==> src/rtl/rv_fetch_pkg.sv <==
// -----------------------------------------------------------------------------
// rv_fetch_pkg
// Shared definitions for the RV32IC instruction fetch/align stage.
//   RESET_PC_DEF : default PC after reset
//   OPC_32BIT    : low two bits of a halfword that mark a 32-bit instruction
//   NOP          : canonical RV32I NOP (addi x0, x0, 0)
//   fetch_state_e: per-cycle fetch situation decoded from PC and buffer
// -----------------------------------------------------------------------------
package rv_fetch_pkg;

    localparam logic [31:0] RESET_PC_DEF = 32'h0000_0000;
    localparam logic [1:0]  OPC_32BIT    = 2'b11;
    localparam logic [31:0] NOP          = 32'h0000_0013;

    typedef enum logic [1:0] {
        ALIGNED   = 2'd0,
        HALF_HIT  = 2'd1,
        HALF_MISS = 2'd2
    } fetch_state_e;

    // A halfword starts a 32-bit instruction when its length tag is 2'b11.
    function automatic logic is_32bit(input logic [15:0] hw);
        return (hw[1:0] == OPC_32BIT);
    endfunction

endpackage

==> src/rtl/fetch_aligner.sv <==
// -----------------------------------------------------------------------------
// fetch_aligner
// Instruction fetch/align stage for an RV32IC core. Owns the PC, addresses a
// combinational word-wide instruction memory and splits the fetched words into
// 16-bit and 32-bit instructions (including 32-bit ones straddling a word
// boundary, using a one-halfword buffer). One instruction per cycle is handed
// to decode over a valid/ready handshake; redirects restart fetch.
//
// Ports:
//   clk, rst         : clock, synchronous active-high reset
//   imem_addr        : word address to instruction memory (combinational)
//   imem_data        : word returned by memory in the same cycle
//   redirect_valid/pc: taken branch/jump target (bit 0 ignored)
//   out_valid/ready  : handshake towards decode
//   out_instr        : raw instruction, compressed forms zero-extended
//   out_pc, out_is_c : PC of out_instr, 1 = 16-bit instruction
// -----------------------------------------------------------------------------
module fetch_aligner
    import rv_fetch_pkg::*;
#(
    parameter int          ADDR_W   = 6,
    parameter logic [31:0] RESET_PC = RESET_PC_DEF
) (
    input  logic              clk,
    input  logic              rst,
    output logic [ADDR_W-1:0] imem_addr,
    input  logic [31:0]       imem_data,
    input  logic              redirect_valid,
    input  logic [31:0]       redirect_pc,
    output logic              out_valid,
    input  logic              out_ready,
    output logic [31:0]       out_instr,
    output logic [31:0]       out_pc,
    output logic              out_is_c
);

    logic [31:0]       pc_r;
    logic [15:0]       buf_hw_r;
    logic [31:0]       buf_pc_r;
    logic              buf_valid_r;
    logic              out_valid_r;
    logic [31:0]       out_instr_r;
    logic [31:0]       out_pc_r;
    logic              out_is_c_r;

    fetch_state_e      state_s;
    logic [ADDR_W-1:0] word_idx_s;
    logic [ADDR_W-1:0] addr_s;
    logic              hit_s;
    logic              can_adv_s;
    logic              emit_s;
    logic [31:0]       emit_instr_s;
    logic              emit_is_c_s;
    logic [31:0]       pc_next_s;
    logic [15:0]       buf_hw_next_s;
    logic [31:0]       buf_pc_next_s;
    logic              buf_valid_next_s;
    logic [31:0]       redirect_tgt_s;

    assign word_idx_s     = pc_r[ADDR_W+1:2];
    assign hit_s          = buf_valid_r && (buf_pc_r == pc_r);
    // Nothing moves while decode is holding a presented instruction.
    assign can_adv_s      = !out_valid_r || out_ready;
    // Masking (rather than slicing) keeps all target bits in use; bit 0 is dropped.
    assign redirect_tgt_s = redirect_pc & 32'hFFFF_FFFE;

    // Decode the fetch situation and compute the emitted instruction and next state.
    always_comb begin
        state_s          = ALIGNED;
        addr_s           = word_idx_s;
        emit_s           = 1'b0;
        emit_instr_s     = 32'h0000_0000;
        emit_is_c_s      = 1'b0;
        pc_next_s        = pc_r;
        buf_hw_next_s    = buf_hw_r;
        buf_pc_next_s    = buf_pc_r;
        buf_valid_next_s = buf_valid_r;

        if (!pc_r[1]) begin
            state_s = ALIGNED;
        end else if (hit_s) begin
            state_s = HALF_HIT;
        end else begin
            state_s = HALF_MISS;
        end

        case (state_s)
            ALIGNED: begin
                emit_s = 1'b1;
                if (!is_32bit(imem_data[15:0])) begin
                    // Keep the upper halfword; it is the next instruction start.
                    emit_instr_s     = {16'h0000, imem_data[15:0]};
                    emit_is_c_s      = 1'b1;
                    pc_next_s        = pc_r + 32'd2;
                    buf_hw_next_s    = imem_data[31:16];
                    buf_pc_next_s    = pc_r + 32'd2;
                    buf_valid_next_s = 1'b1;
                end else begin
                    emit_instr_s     = imem_data;
                    emit_is_c_s      = 1'b0;
                    pc_next_s        = pc_r + 32'd4;
                    buf_valid_next_s = 1'b0;
                end
            end
            HALF_HIT: begin
                emit_s = 1'b1;
                if (!is_32bit(buf_hw_r)) begin
                    emit_instr_s     = {16'h0000, buf_hw_r};
                    emit_is_c_s      = 1'b1;
                    pc_next_s        = pc_r + 32'd2;
                    buf_valid_next_s = 1'b0;
                end else begin
                    // Straddle: upper half lives in the next word (index wraps).
                    addr_s           = word_idx_s + ADDR_W'(1'b1);
                    emit_instr_s     = {imem_data[15:0], buf_hw_r};
                    emit_is_c_s      = 1'b0;
                    pc_next_s        = pc_r + 32'd4;
                    buf_hw_next_s    = imem_data[31:16];
                    buf_pc_next_s    = pc_r + 32'd4;
                    buf_valid_next_s = 1'b1;
                end
            end
            HALF_MISS: begin
                // Odd-halfword PC with nothing buffered: one bubble to fill it.
                buf_hw_next_s    = imem_data[31:16];
                buf_pc_next_s    = pc_r;
                buf_valid_next_s = 1'b1;
            end
            default: begin
                emit_s = 1'b0;
            end
        endcase
    end

    // PC, halfword buffer and output register; reset > redirect > stall > advance.
    always_ff @(posedge clk) begin
        if (rst) begin
            pc_r        <= RESET_PC;
            buf_valid_r <= 1'b0;
            buf_hw_r    <= 16'h0000;
            buf_pc_r    <= 32'h0000_0000;
            out_valid_r <= 1'b0;
            out_instr_r <= 32'h0000_0000;
            out_pc_r    <= 32'h0000_0000;
            out_is_c_r  <= 1'b0;
        end else if (redirect_valid) begin
            pc_r        <= redirect_tgt_s;
            buf_valid_r <= 1'b0;
            out_valid_r <= 1'b0;
        end else if (can_adv_s) begin
            pc_r        <= pc_next_s;
            buf_hw_r    <= buf_hw_next_s;
            buf_pc_r    <= buf_pc_next_s;
            buf_valid_r <= buf_valid_next_s;
            if (emit_s) begin
                out_valid_r <= 1'b1;
                out_instr_r <= emit_instr_s;
                out_pc_r    <= pc_r;
                out_is_c_r  <= emit_is_c_s;
            end else begin
                out_valid_r <= 1'b0;
            end
        end
    end

    assign imem_addr = addr_s;
    assign out_valid = out_valid_r;
    assign out_instr = out_instr_r;
    assign out_pc    = out_pc_r;
    assign out_is_c  = out_is_c_r;

endmodule

==> config.mk <==
export PLATFORM = sky130hd
export DESIGN_NAME = fetch_aligner
export DESIGN_NICKNAME = d
export VERILOG_FILES = /design/src/rtl/rv_fetch_pkg.sv /design/src/rtl/fetch_aligner.sv
export SDC_FILE = /design/constraint.sdc
export NUM_CORES = 1
export LEC_CHECK = 0
export BUFFER_PORTS_ARGS = -buffer_cell sky130_fd_sc_hd__buf_2
export CAP_MARGIN = 20
export CELL_PAD_IN_SITES_DETAIL_PLACEMENT = 0
export CELL_PAD_IN_SITES_GLOBAL_PLACEMENT = 2
export CORE_MARGIN = 2
export CORE_UTILIZATION = 32
export DETAILED_ROUTE_END_ITERATION = 8
export PLACE_DENSITY_LB_ADDON = 0.3
export SETUP_SLACK_MARGIN = 0.02
export SLEW_MARGIN = 20
export SYNTH_ARGS = -nofsm -noshare
export SYNTH_HDL_FRONTEND = slang
export SYNTH_SLANG_ARGS = --single-unit
export TNS_END_PERCENT = 5
==> constraint.sdc <==
create_clock -name clk -period 4 [get_ports clk]
set_clock_uncertainty 0.05 [all_clocks]
set_input_delay 0 -clock clk [delete_from_list [all_inputs] [get_ports clk]]
set_output_delay 0 -clock clk [all_outputs]
set_load 0.01 [all_outputs]
# Word-level counts from Yosys, hierarchy flattened
# Index checks and enable logic that the tools add are counted.
totals:
  in_bits: 68
  elab_cells: 60
  reg_bits: 147
  output_inout_bits: 72
classes:
  add_sub_neg: 3
  mux: 25
  reduce_logical: 15
  eq_ne: 7
  n_bitwise: 1
op_table:
  columns: ["op", "count"]
  rows:
  - ["$mux W32", 8]
  - ["$pmux W32 S2", 2]
  - ["$pmux W32 S3", 1]
  - ["$pmux W16 S3", 1]
  - ["$add A32 B2 Y32 const B", 1]
  - ["$add A32 B3 Y32 const B", 1]
  - ["$eq A32 B32 Y1", 1]
  - ["$mux W16", 2]
  - ["$mux W6", 2]
  - ["$add A6 B1 Y6 const B", 1]
  - ["$eq A2 B2 Y1 const B", 3]
  - ["$reduce_and A2 Y1", 3]
  - ["$reduce_bool A3 Y1", 2]
  - ["$mux W1", 5]
  - ["$reduce_and A5 Y1", 1]
  - ["$mux W2", 2]
  - ["$ne A2 B2 Y1 const B", 2]
  - ["$reduce_bool A2 Y1", 2]
  - ["$reduce_or A2 Y1", 2]
  - ["$pmux W1 S3", 1]
  - ["$reduce_and A3 Y1", 1]
  - ["$eq A2 B1 Y1 const B", 1]
  - ["$logic_not A2 Y1", 1]
  - ["$pmux W1 S2", 1]
  - ["4 further kinds", 4]

# Depth between registers and ports, before layout
# Gate-level depths: netlist of run 1.
logic_depth:
  word_depth: 8
  depth_mapped: 12
  ltp_nobuf: 9

# Least setup slack after synthesis of run 1
# OpenSTA, ideal clock, no wires.
synth_timing:
  path_kind: "register to register"
  from: "register pc_r[3]"
  to: "register pc_r[5]"
  arrival_ps: 2734
  synth_period_minus_slack_ps: 2875
  slack_ps: 1125
  setup_ps: 91
  path_buffers: 2
  required_ps: 3859
  stages_incl_launch_ff: 11
  path_cell_list: "dfxtp_1 clkbuf_1 xor2_1 nor4_1 nand4_1 nor4_4 o21ba_1 buf_6 mux2_4 or3_1 a311oi_1"
synth_between:
  elab_chain_len: 8
  word_cells_on_any_way: 15
  classes_between: "2 x add/sub; 2 x eq/ne; 7 x mux; 4 x reduce/logical"
synth_rtl:
  columns: ["element", "line_no", "source"]
  rows:
  - ["from (decl)", "fetch_aligner.sv:37", "logic [31:0] pc_r;"]
  - ["from (signal assigned)", "fetch_aligner.sv:147", "pc_r <= redirect_tgt_s;"]
  - ["from (signal assigned)", "fetch_aligner.sv:151", "pc_r <= pc_next_s;"]
  - ["parallel branches: the longest is 8 deep, another holds $add A32 B2 Y32", null, null]
# Parallel ways; which one is timed is not known. The select of a mux whose other input is x is not followed.
# A chain may end at the register's enable or synchronous reset.

# Final worst setup path of run 1
layout_timing:
  from: "register pc_r[17]"
  to: "output imem_addr[5]"
layout_between:
  elab_chain_len: 6
layout_rtl:
  columns: ["element", "line_no", "source"]
  rows:
  - ["$eq A32 B32 Y1", "fetch_aligner.sv:61", "assign hit_s = buf_valid_r && (buf_pc_r == pc_r);"]
  - ["$logic_and A1 B1 Y1", "fetch_aligner.sv:61", null]
  - ["$mux W2", "fetch_aligner.sv:81", "end else if (hit_s) begin"]
  - ["$mux W2", "fetch_aligner.sv:79", "if (!pc_r[1]) begin"]
  - ["$eq A2 B1 Y1", "fetch_aligner.sv:87", "case (state_s)"]
  - ["$mux W6", "fetch_aligner.sv:87", null]
  - ["to (decl)", "fetch_aligner.sv:26", "output logic [ADDR_W-1:0] imem_addr,"]
# No other way between the ends.

==> impl_metrics.toml, run 1 <==
[run_status]
outcome = "complete, no violations"

[pwr]
clockPowerShare_pct = 40.4
comb_power_share_pct = 17.5
internal-power_uw = 2680
swShare_pct = 29.7
power_density_mw_per_mm2 = 398
p_seq_share_pct = 42.1
p_leak_uw = 0.00386
irDropWorstVdd_mv = 0.270
p_sw_uw = 1130

[timing]
hold_viol = 0
finalCritPeriodShare_pct = 86.9
final_max_slew_viol_count = 0
maxSlewHeadroom_pct = 42.4
tightest_slew_ns = 0.863
fin_crit_ns = 3.48
hold_ws_ns = 0.0208
fmax_mhz = 288
rsz0062_at_grt = "no"
setup_viol = 0
fin_setup_tns_ns = 0

[worst_setup_path]
worstSetupPathType = "flop to output port"
cp_max_fo = 30
crit_chain = "xnor2_1 -> nand4_1 -> or4b_1 -> nor4_4 -> buf_12 -> nand3_1 -> nor3_1 -> xor2_1 -> buf_2"
cp_data_required_time_ns = 3.95
end_kind = "output port"
start_kind = "flop"
max_stage_delay_ns = 0.68
cp_slowest_cell = "or4b_1"
cp.arrival_ns = 3.43

[global_routing]
grt-ovfl-total = 0
grt_use_total_pct = 21.2
grt_pass1_wl_um = 39800
grt_max_degree = 78
grt_pass1_vias = 6956
antenna_found_initial = 0

[routing]
via_per_inst = 5.12
wl_per_cell_um = 17.9
remaining_drc_errors = 0
firstDrtPassIters = 5
final_antenna_net_count = 0
dr_total_vias = 7172
drt_iter0_markers = 405
route.final.wire_length_um = 25100

[yosys]
synth_edf_count = 0
synth.ff_latch_count = 144
netlist_area_mm2 = 0.00724
synth_nets = 991
yosysWarnings = 0
synthCells = 921
synth_cell_types = 56
synthArstFlopShare_pct = 0
synth_top_area_share_pct = 39.8
postSynthAreaPerCell_um2 = 7.86
ys.flop_type = "dfxtp_1"
yosys-top-cells-area = "dfxtp_1 40%, nand2_1 7.7%, nor2_1 5.6%"
seq_area_frac_synth_pct = 39.8
yosysTopAreaCell = "dfxtp_1"

[clock_tree]
cts.clk_slew.worst_paths_ns = 0.06
cts_buffer_depth = 2
clock_sinks = 144
postCtsSetupBuffers = 0
cts_made_buffers = 17
clock_latency_ns = 0.42
cts_root_buf = "clkbuf_16"
cts_tree = "done"
htreeDepth = 4

[layout]
fill_cells = 2391
final_cell_mix = "147 x nand2_1, 144 x dfxtp_1, 136 x buf_2"
area_growth_pct = 32.2
final_nets = 1173
diodes = 0
final_common_cell = "nand2_1"
drive_gt1_share_pct = 21.7

[hold_path]
hold_class = "input port to flop"

[die]
io_pins = 140
die_w_um = 154
die_area_mm2 = 0.0239
core_mm2 = 0.0224
start_util_pct = 32.3
rows = 55
die_h_um = 154

[place]
place.gp.congestion = 0.784
hpwl_um = 16800
port_buffers = 137

[run]
cap_violations = 0
-- registers in the layout (all words and copies together), names as in the netlist --
name,cells
buf_hw_r,16
buf_pc_r,31
buf_valid_r,1
out_instr,32
out_is_c,1
out_pc,31
out_valid,1
pc_r,31
-- path summary, 6_finish.rpt --
kind	slack (ns)	to	depth (start not counted)	from
worst min-delay path	0.02	pc_r[21]	3	redirect_valid
worst min register to register	0.40	out_pc[17]	2	out_pc[17]
worst max-delay path	0.52	imem_addr[5]	9	pc_r[17]
worst max register to register	0.61	pc_r[29]	9	pc_r[17]
-- what timing repair did --
action | in CTS | in global routing
hold buffers | 66 | 0
setup endpoints to repair | 0 | 0
resized for setup | 0 | 0
endpoints found under the hold margin | 80 | 0
-- cell type report --
class / instances / area, um2 / area share [%]
Inverter: 9 / 33.8 / 0.353
Sequential cell: 144 / 2880 / 30.1
Clock inverter: 14 / 131 / 1.37
Clock buffer: 18 / 429 / 4.48
Multi-Input combinational cell: 672 / 3920 / 40.9
Timing Repair Buffer: 259 / 1820 / 19.0
Tap cell: 285 / 357 / 3.73
-- kinds of logic (layout without fill, tap and decap cells) --
logic type / Yosys count / after routing / share of synthesized area [%]
simple gates: 393 / 393 / 24.7
compound gates: 194 / 194 / 18.7
flops: 144 / 144 / 39.8
buf+inv: 105 / 300 / 6.24
xor+xnor: 71 / 71 / 8.59
mux: 11 / 11 / 1.64
fa+ha+maj: 2 / 2 / 0.345
other cells: 1 / 1 / 0.0518
-- synthesized netlist by cell type, types with 3 or more instances --
library cell  number
a211oi_1          32
and4_1             3
buf_1              4
nand4_1           13
buf_6              3
a22oi_1            3
clkbuf_1          67
nand3_1           20
a21o_1             3
o21ai_0           16
o211ai_1           4
a21oi_1           69
dfxtp_1          144
a211o_1            3
or3_1              9
inv_1              7
or2_2              3
nand2_1          148
and3_1             9
buf_2             19
a311oi_1           6
xnor2_1           31
nor4_1            13
a31oi_1            8
nor2_1           109
nor3_1            48
buf_4              3
a221oi_1          34
nor3b_1            4
xor2_1            40
mux2_2             3
nand4b_1           3
mux2i_1            7
-- power by group through the flow --
| stage | logic, uW | registers, uW | clock network [uW] |
|---|---|---|---|
| floorplan | 382 | 1630 | 0 |
| global placement | 623 | 1640 | 0 |
| detailed placement | 622 | 1640 | 0 |
| CTS | 673 | 1610 | 1570 |
| global route | 741 | 1620 | 1640 |
| finish | 667 | 1610 | 1540 |
-- layer usage --
layer  vias to the layer above  wire length (um)  GRT usage, %
met5                         -                 0             0
met1                      3381             11600          28.3
met3                        13              1370          5.07
met4                         0               246          4.98
li1                       3593                 -             -
met2                       185             11900          34.7
-- metrics by stage --
stage | utilization (%) | power, uW | setup WS, ns | cells | instance area, um2
2_1_floorplan | - | 2010 | 1.12 | 921 | 7240
3_3_place_gp | 37.2 | 2260 | 0.690 | 1303 | 8350
3_5_place_dp | 37.2 | 2260 | 0.653 | 1303 | 8350
4_1_cts | 42.7 | 3850 | 0.498 | 1401 | 9570
5_1_grt | 42.7 | 4000 | 0.287 | 1401 | 9570
6_report | 42.7 | 3810 | 0.523 | 1401 | 9570
-- worst max-delay path: cells and delay by family (launching register included) --
kind | cells | cell delay (ns)
xor gates and xnor gates | 2 | 0.34
buffers and inverters | 2 | 0.40
and+or+nand+nor | 5 | 1.76
DFF | 1 | 0.49
Note: power is estimated with default switching activity, not from simulation.
==> inputs of run 2 (changes only) <==
CELL_PAD_IN_SITES_DETAIL_PLACEMENT = unset   (was 0)
CELL_PAD_IN_SITES_GLOBAL_PLACEMENT = unset   (was 2)
CORE_UTILIZATION = 55   (was 32)
SLEW_MARGIN = 40   (was 20)
==> run 2 against run 1 <==
  * Global-route usage increased by 12 points
  * Flip-flop and latch count unchanged
  * Count of clock-buffer cells in the layout grew 3
  * Routed wire length down 5.8%
  * Critical path depth did not move
  * Worst setup slack worse by 0.086 ns
  * Critical path type unchanged
  * Critical endpoint unchanged
  * Largest cell class unchanged
  * Largest power group is now the clock network
  * Highest routed layer unchanged
==> impl_metrics.toml, run 2 (same netlist as run 1, synthesis figures left out) <==
[run_status]
outcome = "complete, no violations"

[pwr]
irDropWorstVdd_mv = 0.382
p_leak_uw = 0.00384
power_density_mw_per_mm2 = 433

[timing]
fmax_mhz = 281
setup_ws_ns = 0.437
final_max_slew_viol_count = 0
maxSlewHeadroom_pct = 46.1
tightest_slew_ns = 0.808
fin_setup_tns_ns = 0
hold_viol = 0
finalCritPeriodShare_pct = 89.1
rsz0062_at_grt = "no"
setup_viol = 0
fin_crit_ns = 3.56

[place]
place_ws_ns = 0.606
place.gp.congestion = 0.860
postPlaceCellArea_mm2 = 0.00810
hpwl_um = 13900
port_buffers = 137
dpl.cell_count = 1177

[layout]
area_growth_pct = 29.7
final_common_cell = "nand2_1"
fill_cells = 1004
postLayoutCellArea_mm2 = 0.00940
final_cell_mix = "147 x nand2_1, 144 x dfxtp_1, 136 x buf_2"
instances_no_fill = 1273
fin_util_pct = 73.9
largest_reg_flops = 32
drive_gt1_share_pct = 20.7
diodes = 0
final_nets = 1158

[die]
die_area_mm2 = 0.0141
die_h_um = 119
die_w_um = 119
io_pins = 140
rows = 41
start_util_pct = 56.9
core_mm2 = 0.0127

[routing]
wl_per_cell_um = 18.6
via_per_inst = 6.11
remaining_drc_errors = 0
route.final.wire_length_um = 23600
dr_total_vias = 7778
drt_iter0_markers = 946
final_antenna_net_count = 0
firstDrtPassIters = 5

[worst_setup_path]
r2r-start = "pc_r[26]"
reg2reg_slack_ns = 0.48
cp.arrival_ns = 3.51
cp_data_required_time_ns = 3.95
reg2reg_to = "buf_pc_r[19]"
end_kind = "output port"
max_stage_delay_ns = 0.68
cp_slowest_cell = "or4b_1"
reg2regPathDepth = 9
start_kind = "flop"
cp_max_fo = 30
worstSetupPathType = "flop to output port"
crit_chain = "xnor2_1 -> nand4_1 -> or4b_1 -> nor4_4 -> buf_4 -> nand3_1 -> nor3_1 -> xor2_1 -> buf_2"

[global_routing]
grt.busiest_layer = "met2"
global_route.usage.met3_pct = 8.11
antenna_found_initial = 0
grt_pass1_vias = 7418
use_met1_pct = 40.5
grt_use_total_pct = 33.4
met2_usage_pct = 55.2
grt_pass1_wl_um = 37700
grt-ovfl-total = 0
grt_max_degree = 110

[clock_tree]
cts_resized = 0
clock_sinks = 144
cts_buffer_depth = 2
clock_latency_ns = 0.43
cts_tree = "done"
htreeDepth = 4
cts.clk_slew.worst_paths_ns = 0.06
cts_root_buf = "clkbuf_16"
cts_made_buffers = 17

[hold_path]
whs_endpoint = "buf_pc_r[2]"
worstHoldStart = "rst"
whs_path_depth = 2
hold_class = "input port to flop"

[run]
cap_violations = 0
## run 2: changes by cell type in the layout (fill, tap and decap cells not counted), moves of 2 or more
| cell | change |
|---|---|
| inv_6 | -5 |
| clkinv_4 | -2 |
| clkbuf_1 | +2 |
| clkinvlp_4 | -2 |
| buf_12 | -2 |
| bufinv_16 | +5 |
| buf_4 | -12 |
| dlygate4sd3_1 | -2 |
## run 2: area by class of cell
cell class	instances	area [um2]	area share [%]
Multi-Input combinational cell	672	3920	41.8
Tap cell	172	215	2.29
Sequential cell	144	2880	30.7
Timing Repair Buffer	244	1680	17.9
Inverter	9	33.8	0.360
Clock inverter	11	210	2.24
Clock buffer	21	450	4.79
## run 2: worst max-delay path by stage
stage	start	endpoint	cells past startpoint
2_1_floorplan	pc_r[3]	pc_r[5]	10
3_3_place_gp	pc_r[26]	buf_pc_r[31]	9
3_5_place_dp	pc_r[26]	buf_pc_r[31]	9
4_1_cts	pc_r[26]	imem_addr[5]	9
5_1_grt	pc_r[26]	imem_addr[5]	9
6_report	pc_r[26]	imem_addr[5]	9
## run 2: per-stage QoR
step           hold WS, ns  total power [uW]
5_1_grt             0.0849              4200
3_5_place_dp         0.195              2220
3_3_place_gp         0.195              2210
2_1_floorplan       0.0860              2010
4_1_cts             0.0469              4050
6_report            0.0607              4070
## run 2: critical path: cells and delay by family (launching register included)
family | cells | cell delay (ns)
and+or+nand+nor | 5 | 1.66
DFF | 1 | 0.51
xor gates and xnor gates | 2 | 0.33
buffers and inverters | 2 | 0.58
## run 2: metal layers
layer,share of wire [%],vias up,routed length (um)
met5,0,-,0
met4,3.8,0,886
met3,10,97,2430
met2,48,520,11300
met1,38,3593,9010
li1,-,3568,-
## run 2: report_power, final
| group | leakage (uW) | internal [uW] | switching, uW | total (uW) |
|---|---|---|---|---|
| combinational | 0.00234 | 274 | 384 | 658 |
| sequential | 0.00118 | 1530 | 78.6 | 1610 |
| clock | 0.000317 | 1180 | 615 | 1800 |
## run 2: repair_timing
| action | CTS | global route |
|---|---|---|
| endpoints found under the hold margin | 80 | 0 |
| setup buffers | 0 | 0 |
| hold buffers | 64 | 0 |
==> inputs of run 3 (changes only) <==
clock period = 3.8 ns   (was 4 ns; I/O delays follow)
==> run 3 against run 2 <==
  * Count of clock-buffer cells in the layout fell by 2
  * Global-route usage fell by 1.1 points
  * Core utilization rose by 0.50 points
  * Combinational power rose by 5.0%
  * Critical path depth rose by 2
  * Sequential power rose by 6%
  * Non-clock buffer count rose by 12
  * Register-to-register slack got worse by 0.31 ns
  * Worst setup slack got worse by 0.27 ns
  * Via count fell by 1.9%
==> impl_metrics.toml, run 3 (same netlist as run 1, synthesis figures left out) <==
[timing]
hold_viol = 0
finalCritPeriodShare_pct = 95.5
fin_setup_tns_ns = 0
setup_ws_ns = 0.172
tightest_slew_ns = 0.725
final_max_slew_viol_count = 0
maxSlewHeadroom_pct = 51.6
fin_crit_ns = 3.63
rsz0062_at_grt = "no"
fmax_mhz = 276
setup_viol = 0

[routing]
drt_iter0_markers = 827
route.final.wire_length_um = 22900
firstDrtPassIters = 7
dr_total_vias = 7634
via_per_inst = 5.94
final_antenna_net_count = 0
wl_per_cell_um = 17.8
remaining_drc_errors = 0

[hold_path]
worstHoldStart = "redirect_valid"
whs_endpoint = "pc_r[4]"
whs_path_depth = 4
hold_class = "input port to flop"

[place]
place_ws_ns = 0.538
hpwl_um = 13900
port_buffers = 137
place.gp.congestion = 0.912

[layout]
diodes = 0
final_cell_mix = "147 x nand2_1, 144 x dfxtp_1, 136 x buf_2"
final_common_cell = "nand2_1"
multiInputGateArea_mm2 = 0.00393
final_nets = 1170
fin_util_pct = 74.4
drive_gt1_share_pct = 21.4
largest_reg_flops = 32
area_growth_pct = 30.6
register_area_mm2 = 0.00288
fill_cells = 966

[global_routing]
grt_use_total_pct = 32.3
grt_pass1_vias = 7260
grt_max_degree = 61
antenna_found_initial = 0
grt_pass1_wl_um = 36700
grt-ovfl-total = 0

[die]
die_area_mm2 = 0.0141
die_w_um = 119
core_mm2 = 0.0127
die_h_um = 119
io_pins = 140
start_util_pct = 56.9
rows = 41

[worst_setup_path]
reg2reg_to = "buf_hw_r[5]"
r2r-start = "pc_r[19]"
end_kind = "flop"
start_kind = "flop"
reg2reg_slack_ns = 0.17
cp_max_fo = 60
worstSetupPathType = "flop to flop"
cp.arrival_ns = 3.90
reg2regPathDepth = 11
cp_data_required_time_ns = 4.07

[pwr]
irDropWorstVdd_mv = 0.403
p_leak_uw = 0.00387
power_density_mw_per_mm2 = 436

[clock_tree]
postCtsSetupBuffers = 0
cts_root_buf = "clkbuf_16"
cts_buffer_depth = 2
cts_tree = "done"
htreeDepth = 4
cts.clk_slew.worst_paths_ns = 0.06
clock_sinks = 144
cts_made_buffers = 17
clock_latency_ns = 0.43

[run_status]
outcome = "complete, no violations"

[run]
cap_violations = 0
==> run 3: changes by cell type in the layout (fill, tap and decap cells not counted), sizes merged <==
cell / before / now
buf: 180 / 186
dlygate4sd3: 64 / 70
clkinvlp: 2 / 6
bufinv: 6 / 3
clkbuf: 21 / 19
inv: 7 / 8
==> run 3: area by class of cell <==
cell class                 instances  area share [%]
timing repair buffer             256            18.9
clock buffer                      19            4.68
tap                              172            2.27
sequential                       144            30.5
clock inverter                    13            1.72
inverter                           9           0.357
multi-input combinational        672            41.6
==> run 3: metal layers <==
metal,share of wire [%],vias to the layer above,track usage [%]
met5,0,-,0
li1,-,3591,-
met1,39,3558,39.5
met2,48,416,53.7
met3,9.7,69,8.06
met4,2.9,0,14.0
==> run 3: worst max-delay path, stage by stage, from the launching register on <==
cell and delay, ns:
dfxtp_1 0.51, xnor2_1 0.16, nand4_1 0.13, or4b_4 0.59
nor4_4 0.33, buf_8 0.29, a21oi_1 0.12, and2_2 0.32
buf_12 0.23, nand2_1 0.11, a21oi_1 0.07, dlygate4sd3_1 0.59
==> run 3: through the flow <==
step	cell area [um2]	cells	total power [uW]	hold slack, ns
after floorplan	7240	921	2110	0.0860
after global placement	8110	1182	2320	0.190
after detailed placement	8140	1183	2340	0.190
after CTS	9440	1285	4090	0.0877
after global routing	9460	1285	4270	0.119
final	9460	1285	4120	0.114
==> run 3: worst max-delay path by stage <==
stage / endpoint / from / slack (ns) / cells past startpoint
after global placement: buf_pc_r[7] / pc_r[19] / 0.59 / 10
after detailed placement: buf_pc_r[16] / pc_r[19] / 0.54 / 9
after global routing: buf_hw_r[5] / pc_r[19] / 0.007 / 11
after floorplan: pc_r[5] / pc_r[3] / 0.92 / 10
after CTS: buf_hw_r[3] / pc_r[19] / 0.03 / 11
final: buf_hw_r[5] / pc_r[19] / 0.17 / 11
==> run 3: where the power goes <==
group	total [uW]	internal, uW	switching (uW)	leakage, uW
Sequential	1700	1620	85.7	0.00118
Combinational	691	294	397	0.00241
Clock	1730	1050	682	0.000278
Total	4120	2960	1160	0.00387
==> run 3: repair_timing <==
item	CTS	global route
endpoints found under the hold margin	89	0
hold buffers	70	0
setup endpoints to repair	0	3
resized for setup	0	4
